`config.mk`:
```
export PLATFORM = sky130hd
export DESIGN_NAME = step_ctrl
export DESIGN_NICKNAME = d
export VERILOG_FILES = /design/src/rtl/step_ctrl.sv
export SDC_FILE = /design/constraint.sdc
export NUM_CORES = 1
export LEC_CHECK = 0
export BUFFER_PORTS_ARGS = -buffer_cell sky130_fd_sc_hd__buf_2
export CAP_MARGIN = 20
export CELL_PAD_IN_SITES_DETAIL_PLACEMENT = 0
export CELL_PAD_IN_SITES_GLOBAL_PLACEMENT = 1
export CORE_ASPECT_RATIO = 0.8
export CORE_MARGIN = 2
export CORE_UTILIZATION = 51
export CTS_CLUSTER_DIAMETER = 30
export DETAILED_ROUTE_END_ITERATION = 16
export PLACE_DENSITY_LB_ADDON = 0.08
export SLEW_MARGIN = 10
export SYNTH_ARGS = -nofsm -noshare
export SYNTH_HDL_FRONTEND = slang
export SYNTH_SLANG_ARGS = --single-unit
```
`constraint.sdc`:
```
create_clock -name sys_clk -period 5.2 [get_ports sys_clk]
set_input_delay 0.78 -clock sys_clk [delete_from_list [all_inputs] [get_ports sys_clk]]
set_output_delay 0.78 -clock sys_clk [all_outputs]
set_load 0.01 [all_outputs]
```
`src/rtl/step_ctrl.sv`:
```
`default_nettype none
// ============================================================================
// Module   : step_ctrl
// Purpose  : Instruction sequencer for the demo computer datapath. Fetches a
//            32-bit word at pc, drives the shared ALU, holds an 8-entry
//            register file (r0 hard-wired to zero) and writes results back.
//            One instruction is started per run tick or single-step pulse.
//
// Ports    : sys_clk     in   1   system clock, rising edge
//            sys_rst     in   1   asynchronous reset, active low
//            tick        in   1   one-cycle divider pulse
//            run         in   1   level, start on every tick when high
//            step        in   1   one-cycle single-step pulse
//            mem_addr    out  32  program memory address (== pc)
//            mem_data    in   32  combinational read data
//            alu_cmd     out  5   ALU function code
//            alu_a       out  32  ALU operand A
//            alu_b       out  32  ALU operand B
//            alu_result  in   32  combinational ALU output
//            pc          out  32  current byte address (multiple of 4)
//            disp        out  32  last value written to a nonzero register
//            busy        out  1   high in FETCH, EXEC, WB
//            halted      out  1   high in HALT
//
// Config   : STEP_CTRL_BRANCH_EN - when defined op 10 is a jump to imm & ~3;
//            otherwise op 10 is a NOP that just advances pc.
//
// Revision : 1.0 - initial release
// ============================================================================
module step_ctrl #(
    parameter int unsigned MEM_SIZE = 64
) (
    input  logic        sys_clk,
    input  logic        sys_rst,
    input  logic        tick,
    input  logic        run,
    input  logic        step,
    output logic [31:0] mem_addr,
    input  logic [31:0] mem_data,
    output logic [4:0]  alu_cmd,
    output logic [31:0] alu_a,
    output logic [31:0] alu_b,
    input  logic [31:0] alu_result,
    output logic [31:0] pc,
    output logic [31:0] disp,
    output logic        busy,
    output logic        halted
);

    // ------------------------------------------------------------------------
    // Constants
    // ------------------------------------------------------------------------
    localparam logic [1:0]  C_OP_RR   = 2'b00;
    localparam logic [1:0]  C_OP_RI   = 2'b01;
    localparam logic [1:0]  C_OP_JMP  = 2'b10;
    localparam logic [1:0]  C_OP_HALT = 2'b11;

    localparam logic [31:0] C_MEM_LAST = 32'(MEM_SIZE - 1);

    typedef enum logic [2:0] {
        S_IDLE  = 3'd0,
        S_FETCH = 3'd1,
        S_EXEC  = 3'd2,
        S_WB    = 3'd3,
        S_HALT  = 3'd4
    } state_t;

    // ------------------------------------------------------------------------
    // Declarations
    // ------------------------------------------------------------------------
    state_t      r_state;
    state_t      w_next_state;

    // Only the instruction fields needed after FETCH are kept; operands and
    // function code go straight into the ALU output registers.
    logic [1:0]  r_op;
    logic [2:0]  r_rd;
    logic [31:0] r_result;
    logic [31:0] r_rf [0:7];

    logic        w_start;
    logic [1:0]  w_f_op;
    logic [4:0]  w_f_fn;
    logic [2:0]  w_f_rs1;
    logic [2:0]  w_f_rs2;
    logic [15:0] w_f_imm;
    logic [31:0] w_rs1_val;
    logic [31:0] w_rs2_val;
    logic        w_alu_op;
    logic [31:0] w_pc_plus4;
    logic [31:0] w_pc_seq;

`ifdef STEP_CTRL_BRANCH_EN
    logic [15:0] r_imm;
    logic [31:0] w_jmp_raw;
    logic [31:0] w_pc_jmp;
`endif

    // ------------------------------------------------------------------------
    // Decode of the word presented in FETCH
    // ------------------------------------------------------------------------
    assign w_f_op  = mem_data[31:30];
    assign w_f_fn  = mem_data[29:25];
    assign w_f_rs1 = mem_data[21:19];
    assign w_f_rs2 = mem_data[18:16];
    assign w_f_imm = mem_data[15:0];

    assign w_alu_op = (w_f_op == C_OP_RR) || (w_f_op == C_OP_RI);

    // r0 always reads as zero regardless of array contents.
    always_comb begin
        w_rs1_val = '0;
        w_rs2_val = '0;
        if (w_f_rs1 != 3'd0) begin
            w_rs1_val = r_rf[w_f_rs1];
        end
        if (w_f_rs2 != 3'd0) begin
            w_rs2_val = r_rf[w_f_rs2];
        end
    end

    // Any start source in IDLE launches exactly one instruction; pulses in
    // other states are simply not looked at, so they are dropped.
    assign w_start = step | (run & tick);

    // ------------------------------------------------------------------------
    // Next-pc computation
    // ------------------------------------------------------------------------
    assign w_pc_plus4 = pc + 32'd4;
    assign w_pc_seq   = (w_pc_plus4 > C_MEM_LAST) ? 32'd0 : w_pc_plus4;

`ifdef STEP_CTRL_BRANCH_EN
    assign w_jmp_raw = {16'd0, r_imm[15:2], 2'b00};
    assign w_pc_jmp  = (w_jmp_raw > C_MEM_LAST) ? 32'd0 : w_jmp_raw;
`endif

    assign mem_addr = pc;

    // ------------------------------------------------------------------------
    // State register
    // ------------------------------------------------------------------------
    always_ff @(posedge sys_clk or negedge sys_rst) begin
        if (!sys_rst) begin
            r_state <= S_IDLE;
        end else begin
            r_state <= w_next_state;
        end
    end

    // ------------------------------------------------------------------------
    // Next-state and state-decoded outputs
    // ------------------------------------------------------------------------
    always_comb begin
        w_next_state = r_state;
        busy         = 1'b0;
        halted       = 1'b0;
        case (r_state)
            S_IDLE: begin
                if (w_start) begin
                    w_next_state = S_FETCH;
                end
            end
            S_FETCH: begin
                busy         = 1'b1;
                w_next_state = S_EXEC;
            end
            S_EXEC: begin
                busy = 1'b1;
                if (r_op == C_OP_HALT) begin
                    w_next_state = S_HALT;
                end else begin
                    w_next_state = S_WB;
                end
            end
            S_WB: begin
                busy         = 1'b1;
                w_next_state = S_IDLE;
            end
            S_HALT: begin
                halted       = 1'b1;
                w_next_state = S_HALT;
            end
            default: begin
                w_next_state = S_IDLE;
            end
        endcase
    end

    // ------------------------------------------------------------------------
    // Datapath registers
    // ------------------------------------------------------------------------
    always_ff @(posedge sys_clk or negedge sys_rst) begin
        if (!sys_rst) begin
            r_op     <= C_OP_RR;
            r_rd     <= 3'd0;
            r_result <= '0;
            alu_cmd  <= '0;
            alu_a    <= '0;
            alu_b    <= '0;
            pc       <= '0;
            disp     <= '0;
`ifdef STEP_CTRL_BRANCH_EN
            r_imm    <= '0;
`endif
            for (int i = 0; i < 8; i++) begin
                r_rf[i] <= '0;
            end
        end else begin
            case (r_state)
                S_FETCH: begin
                    r_op <= w_f_op;
                    r_rd <= mem_data[24:22];
`ifdef STEP_CTRL_BRANCH_EN
                    r_imm <= w_f_imm;
`endif
                    // ALU outputs change only on entry to EXEC, and only for
                    // instructions that actually use the ALU.
                    if (w_alu_op) begin
                        alu_cmd <= w_f_fn;
                        alu_a   <= w_rs1_val;
                        alu_b   <= (w_f_op == C_OP_RR) ? w_rs2_val
                                                       : {16'd0, w_f_imm};
                    end
                end
                S_EXEC: begin
                    r_result <= alu_result;
                end
                S_WB: begin
                    case (r_op)
                        C_OP_RR, C_OP_RI: begin
                            if (r_rd != 3'd0) begin
                                r_rf[r_rd] <= r_result;
                                disp       <= r_result;
                            end
                            pc <= w_pc_seq;
                        end
                        C_OP_JMP: begin
`ifdef STEP_CTRL_BRANCH_EN
                            pc <= w_pc_jmp;
`else
                            pc <= w_pc_seq;
`endif
                        end
                        default: begin
                            pc <= pc;
                        end
                    endcase
                end
                default: begin
                    r_op <= r_op;
                end
            endcase
        end
    end

endmodule
`default_nettype wire

```
==> qor.yml, run 1 <==
setup_path:
  cpLargestDelayFamily: "simple AND/OR/NAND/NOR gates"
  crit_slowest_cell: "or4_4"
  crit_fanout: 8
  path_buf_inv: 0
  path_cells: "ha_1, nand4_1, nor4_4, and3_1, a31oi_1, or4_4, or3_1, o22ai_1"
  start_kind: "flip-flop"
  worstSetupPathType: "reg -> reg"
  worst_path_largest_cell_delay_ps: 570
  cp.required_ps: 5730
  endpoint_kind: "flip-flop"
  cp.arrival_ps: 3610
detailed_routing:
  drt_iter0_drc: 932
  remaining_drc_errors: 0
  wire_per_inst_um: 22.3
  ant_nets: 0
  wl_mm: 51.0
  viasPerCell: 5.84
  drt_pass1_iterations: 5
  via_count: 13327
layout:
  layout.cells.non_filler: 2283
  area_growth_pct: 24.3
  nets: 1795
  antenna_cells: 0
  fin_area_um2: 23600
  layout-drive-gt1-share_pct: 47.3
placement:
  placed_cell_area_um2: 20400
  placed_cells: 2123
  place_congestion: 0.839
  port_buffers: 231
  post-dp-hpwl_mm: 30.5
  place_ws_ps: 2010
sta:
  finalSetupTns_ps: 0
  slew_headroom_pct: 23.4
  drv_slew: 0
  fmaxAchievable_mhz: 325
  rsz0062_at_grt: "no"
  setup_viol: 0
  fin_crit_ps: 3080
  tightest_slew_ps: 1150
  fin_skew_ps: 25.2
  finalHoldViolCount: 0
  finalCritPeriodShare_pct: 59.2
  setup_slack_ps: 2120
clock_network:
  cts_hold_buf: 0
  cts-buffers-inserted: 85
  clockBufferDepth: 3
  post_cts_buffers: 0
  postCtsResizedCells: 0
  cts_tree: "built"
  cts_sinks: 395
  cts_root_buf: "clkbuf_16"
  h-tree-depth: 3
  worst_skew_pair.late_latency_ps: 620
  path_clk_slew_ps: 50
yosys:
  async_reset_ff_share_pct: 100
  avgSynthCellArea_um2: 12.5
  netlist.top_cell.by_area: "dfrtp_1"
  netlist.area_leader.share_pct: 52.1
  synthCells: 1512
  yosys_warnings: 0
  yosysSeqAreaShare_pct: 52.1
  ys.flop_type: "dfrtp_1"
  yosys.cell_types.count: 57
  synth_area_leaders: "dfrtp_1 52%, mux2_2 22%, mux4_2 5.7%"
  synth-edff-count: 0
  syn_area_um2: 19000
  ys_ff_latch: 395
floorplan:
  core_um2: 36900
  row_count: 63
  dieArea_um2: 38800
  die_height_um: 177
  initial_utilization_pct: 51.4
  io_pins: 236
  die_x_um: 220
global_routing:
  antenna_found_initial: 0
  gr-total-overflow: 0
  grt_pass1_wl_mm: 80.2
  grt_pass1_vias: 13753
  grt_max_degree: 125
  grt_use_total_pct: 27.2
power_and_ir_drop:
  ir_drop_mv: 0.452
  p_per_area_nw_per_um2: 623
  leakage_nw: 11.2
hold_path:
  worstHoldPathType: "in -> async"
job:
  maxCapViolCount: 0
run_status:
  status: "completed"
==> kinds of logic (layout without fill, tap and decap cells) <==
kind of cell / Yosys count / in the layout / synth area share (%)
DFF: 395 / 395 / 52.1
adders and majority gates: 2 / 2 / 0.132
muxes: 442 / 442 / 29.0
buffers and inverters: 139 / 420 / 3.44
AOI/OAI and AO/OA: 245 / 245 / 7.87
and+or+nand+nor: 286 / 286 / 7.39
other: 1 / 4 / 0.0198
xor gates and xnor gates: 2 / 2 / 0.0923
==> report_power, final <==
group	internal [W]	total (W)	leakage [nW]	switching, W
combinational	0.00193	0.00342	4.51	0.00149
clock	0.00396	0.00580	1.52	0.00184
sequential	0.00433	0.00548	5.20	0.00115
==> flip-flops by register name (all words and copies together), names as in the netlist <==
name	count
alu_a	32
alu_b	32
alu_cmd	5
disp	32
mem_addr	30
r_op	2
r_rd	3
r_result	32
r_rf	224
r_state	3
==> layout make-up <==
cell class              count  area (um2)
flip-flops and latches    395        9880
repair buffers            258        1440
well taps                 487         609
inverters                   3        11.3
multi-input cells         981        8510
clock buffers             107        2330
fillers                  2852       13300
clock inverters            52         805
==> path summary, 6_finish.rpt <==
kind / slack, ps / cells past startpoint / from / end
max in group asynchronous: 3800 / 2 / sys_rst / mem_addr[28]
max reg2reg: 2120 / 8 / mem_addr[2] / mem_addr[3]
min: 200 / 1 / sys_rst / disp[2]
max: 2120 / 8 / mem_addr[2] / mem_addr[3]
min in group sys_clk: 370 / 3 / mem_data[28] / alu_cmd[3]
min reg2reg: 470 / 2 / alu_a[2] / alu_a[2]
==> synth_stat cells, types with 3 or more instances <==
cell	instances
dfrtp_1	395
nor2b_1	29
o21ai_0	67
mux2i_1	20
clkbuf_1	82
and3_1	6
nand4_1	4
buf_1	18
inv_1	3
mux4_2	48
nand3b_1	4
nand2b_1	7
a221oi_1	7
or3_1	10
a22oi_1	54
nor4_1	4
buf_4	34
a21o_1	3
nor2_1	84
nor3_1	20
nand2_1	85
a31oi_1	3
nand3_1	10
o22ai_1	19
mux2_2	374
and2_1	4
a21oi_1	72
a211oi_1	3
nor3b_1	7
==> layer usage <==
layer / up-vias / part of all wire (%) / wire (um) / GRT usage (%)
met1: 6852 / 45 / 23200 / 38.3
met2: 380 / 47 / 23700 / 42.5
met5: - / 0 / 0 / 0
li1: 6006 / - / - / -
met4: 0 / 2.4 / 1230 / 8.86
met3: 89 / 5.6 / 2840 / 5.36
==> metrics by stage <==
step	power (W)	utilization, %	hold slack, ps
3_3_place_gp	0.00877	55.3	452
5_1_grt	0.0155	63.9	261
6_report	0.0147	63.9	202
4_1_cts	0.0148	63.9	238
2_1_floorplan	0.00759	-	470
3_5_place_dp	0.00892	55.4	464
==> layout by cell type, fill, tap and decap left out, drive strengths merged, types with 22 or more instances in the layout <==
cell type,instances
a21oi,72
a22oi,54
buf,258
clkbuf,107
clkinv,22
dfrtp,395
mux2,374
mux4,48
nand2,85
nor2,84
nor2b,29
o21ai,68
==> worst register-to-register path, cell delays in order, from the launching register on <==
cell and delay [ps]:
dfrtp_1 460, ha_1 260, nand4_1 360, nor4_4 490, and3_1 230, a31oi_1 90
or4_4 570, or3_1 400, o22ai_1 140
No activity file was read; power rests on OpenSTA's default activity.
==> run 2, diff against run 1 <==
- CORE_UTILIZATION: 51 -> 43
- clock period: 5.2 -> 2.7 ns (I/O delays scaled with it)
==> run 2 against run 1 <==
  * Register-to-register slack lost 2100 ps
  * Die area increased by 18%
  * Flip-flop and latch count stayed put
  * Utilization fell by 7.5 points
  * Cell count is 6.2% higher
==> qor.yml, run 2 (same netlist as run 1, synthesis figures left out) <==
global_routing:
  grt_pass1_wl_mm: 83.2  # +3.8%
  grt_pass1_vias: 14137  # +2.8%
  gr-total-overflow: 0  # unchanged
  grt_use_total_pct: 23.9  # -3.3 points
  grt_max_degree: 77  # -38%
  antenna_found_initial: 1  # +1
layout:
  regArea_um2: 9890  # about the same
  nFillCells: 3707  # +30%
  multi_input_area_um2: 8560  # +0.68%
  layout-drive-gt1-share_pct: 49.3  # +2.0 points
  layout.cells.non_filler: 2425  # +6.2%
  final_common_cell: "dfrtp_1"
  fin_area_um2: 24400  # +3.6%
  nets: 1857  # +3.5%
  largest_register_ff_count: 224  # unchanged
  regMostFlops: "r_rf"
  mostFrequentLayoutCells: "394 x dfrtp_1, 374 x mux2_2, 227 x buf_2"
  area_growth_pct: 28.8
sta:
  fin_crit_ps: 2640  # -440 ps
  finalHoldViolCount: 0  # unchanged
  drv_slew: 0  # unchanged
  setup_slack_ps: 62.0  # -2060 ps
  whs_ps: 32.6  # -170 ps
  setup_viol: 0  # unchanged
  slew_headroom_pct: 49.5  # +26 points
  tightest_slew_ps: 757  # -392 ps
  finalCritPeriodShare_pct: 97.7  # +39 points
  fmaxAchievable_mhz: 379  # +17%
  rsz0062_at_grt: "yes"
  fin_skew_ps: 30.2  # +5.04 ps
detailed_routing:
  via_count: 13529  # +1.5%
  wire_per_inst_um: 22.3  # -0.22%
  drt_pass1_iterations: 5  # unchanged
  ant_nets: 0  # unchanged
  wl_mm: 54.1  # +6.0%
  drt_iter0_drc: 754  # -19%
  viasPerCell: 5.58  # -4.4%
  remaining_drc_errors: 0  # unchanged
setup_path:
  endpoint_kind: "flip-flop"
  worstSetupPathType: "reg -> reg"
  cp.arrival_ps: 3180  # -430 ps
  worst_path_largest_cell_delay_ps: 370  # -200 ps
  path_buf_inv: 2  # +2
  start_kind: "flip-flop"
  cpLargestDelayFamily: "compound AO/OA/AOI/OAI gates"
  crit_fanout: 6  # -2
  reg2reg_depth: 10  # +2
  path_cells: "ha_2, nand4_1, buf_6, nor4_4, buf_4, o2111ai_1, and3_1, a221o_1, o41ai_2, a32o_1"
  crit_slowest_cell: "o41ai_2"
  cp.required_ps: 3240  # -2490 ps
  cp.depth: 10  # +2
floorplan:
  die_height_um: 192  # +8.7%
  die_x_um: 239  # +8.7%
  dieArea_um2: 45800  # +18%
  core_um2: 43300  # +17%
  row_count: 68  # +7.9%
  initial_utilization_pct: 43.8  # -7.6 points
  io_pins: 236  # unchanged
placement:
  port_buffers: 231  # unchanged
  place_congestion: 0.833  # -0.62%
  place_ws_ps: 90.0  # -1920 ps
  placed_cells: 2236  # +5.3%
  placed_cell_area_um2: 21000  # +2.6%
  post-dp-hpwl_mm: 34.3  # +13%
clock_network:
  clockBufferDepth: 3  # unchanged
  cts_root_buf: "clkbuf_16"
  path_clk_slew_ps: 50  # about the same
  cts-buffers-inserted: 91  # +7.1%
  cts_tree: "built"
  h-tree-depth: 3  # unchanged
  cts_sinks: 395  # unchanged
  worst_skew_pair.late_latency_ps: 620  # about the same
run_status:
  status: "completed"
hold_path:
  hold_path_depth: 2
  worstHoldPathType: "in -> reg"
power_and_ir_drop:
  p_total_w: 0.0288  # +96%
  ir_drop_mv: 0.837  # +85%
  p_per_area_nw_per_um2: 1180  # +89%
  leakage_nw: 11.6  # +3.4%
job:
  maxCapViolCount: 0  # unchanged
run 2: cell count changes in the layout (fill, tap and decap cells not counted), sizes merged, moves of 3 or more:
cell         before  now
clkinvlp          7   14
inv              11    8
buf             258  302
clkbuf          107  115
dlygate4sd3       0   12
run 2: metrics by stage:
stage          utilization (%)  TNS, ps
2_1_floorplan                -        0
4_1_cts                   56.2        0
5_1_grt                   56.4    -55.7
6_report                  56.4        0
3_3_place_gp              48.4        0
3_5_place_dp              48.4        0
run 2: worst paths after layout:
check,slack [ps],end,startpoint
setup / recovery,60,mem_addr[4],mem_addr[3]
hold / removal,30,r_result[25],alu_result[25]
setup reg to reg,60,mem_addr[4],mem_addr[3]
hold reg to reg,470,alu_cmd[0],alu_cmd[0]
max in group asynchronous,1450,r_rf[67],sys_rst
min in group asynchronous,400,alu_a[30],sys_rst
run 2: area by class of cell:
type	count	area share (%)
Antenna cell	1	0.0102
Clock buffer	115	10.4
Clock inverter	56	2.95
Inverter	3	0.0461
Multi-Input combinational cell	981	35.0
Sequential cell	395	40.4
Tap cell	560	2.87
Timing Repair Buffer	314	8.26
run 2: per-layer routing:
metal | vias up | global-route usage, % | wire length, um
met2 | 315 | 37.8 | 25000
met1 | 6989 | 33.2 | 25500
li1 | 6128 | - | -
met5 | - | 0 | 0
met3 | 97 | 5.09 | 2430
met4 | 0 | 7.12 | 1160
run 2: timing repair:
| action | in CTS | in global routing |
|---|---|---|
| resized for setup | 0 | 13 |
| endpoints found under the hold margin | 74 | 0 |
| setup endpoints to repair | 0 | 4 |
| setup buffers | 0 | 5 |
| hold buffers | 12 | 0 |
run 2: power breakdown:
part / switching (W) / internal (W)
sequential: 0.00215 / 0.00834
combinational: 0.00295 / 0.00382
clock: 0.00353 / 0.00798
total: 0.00863 / 0.0201
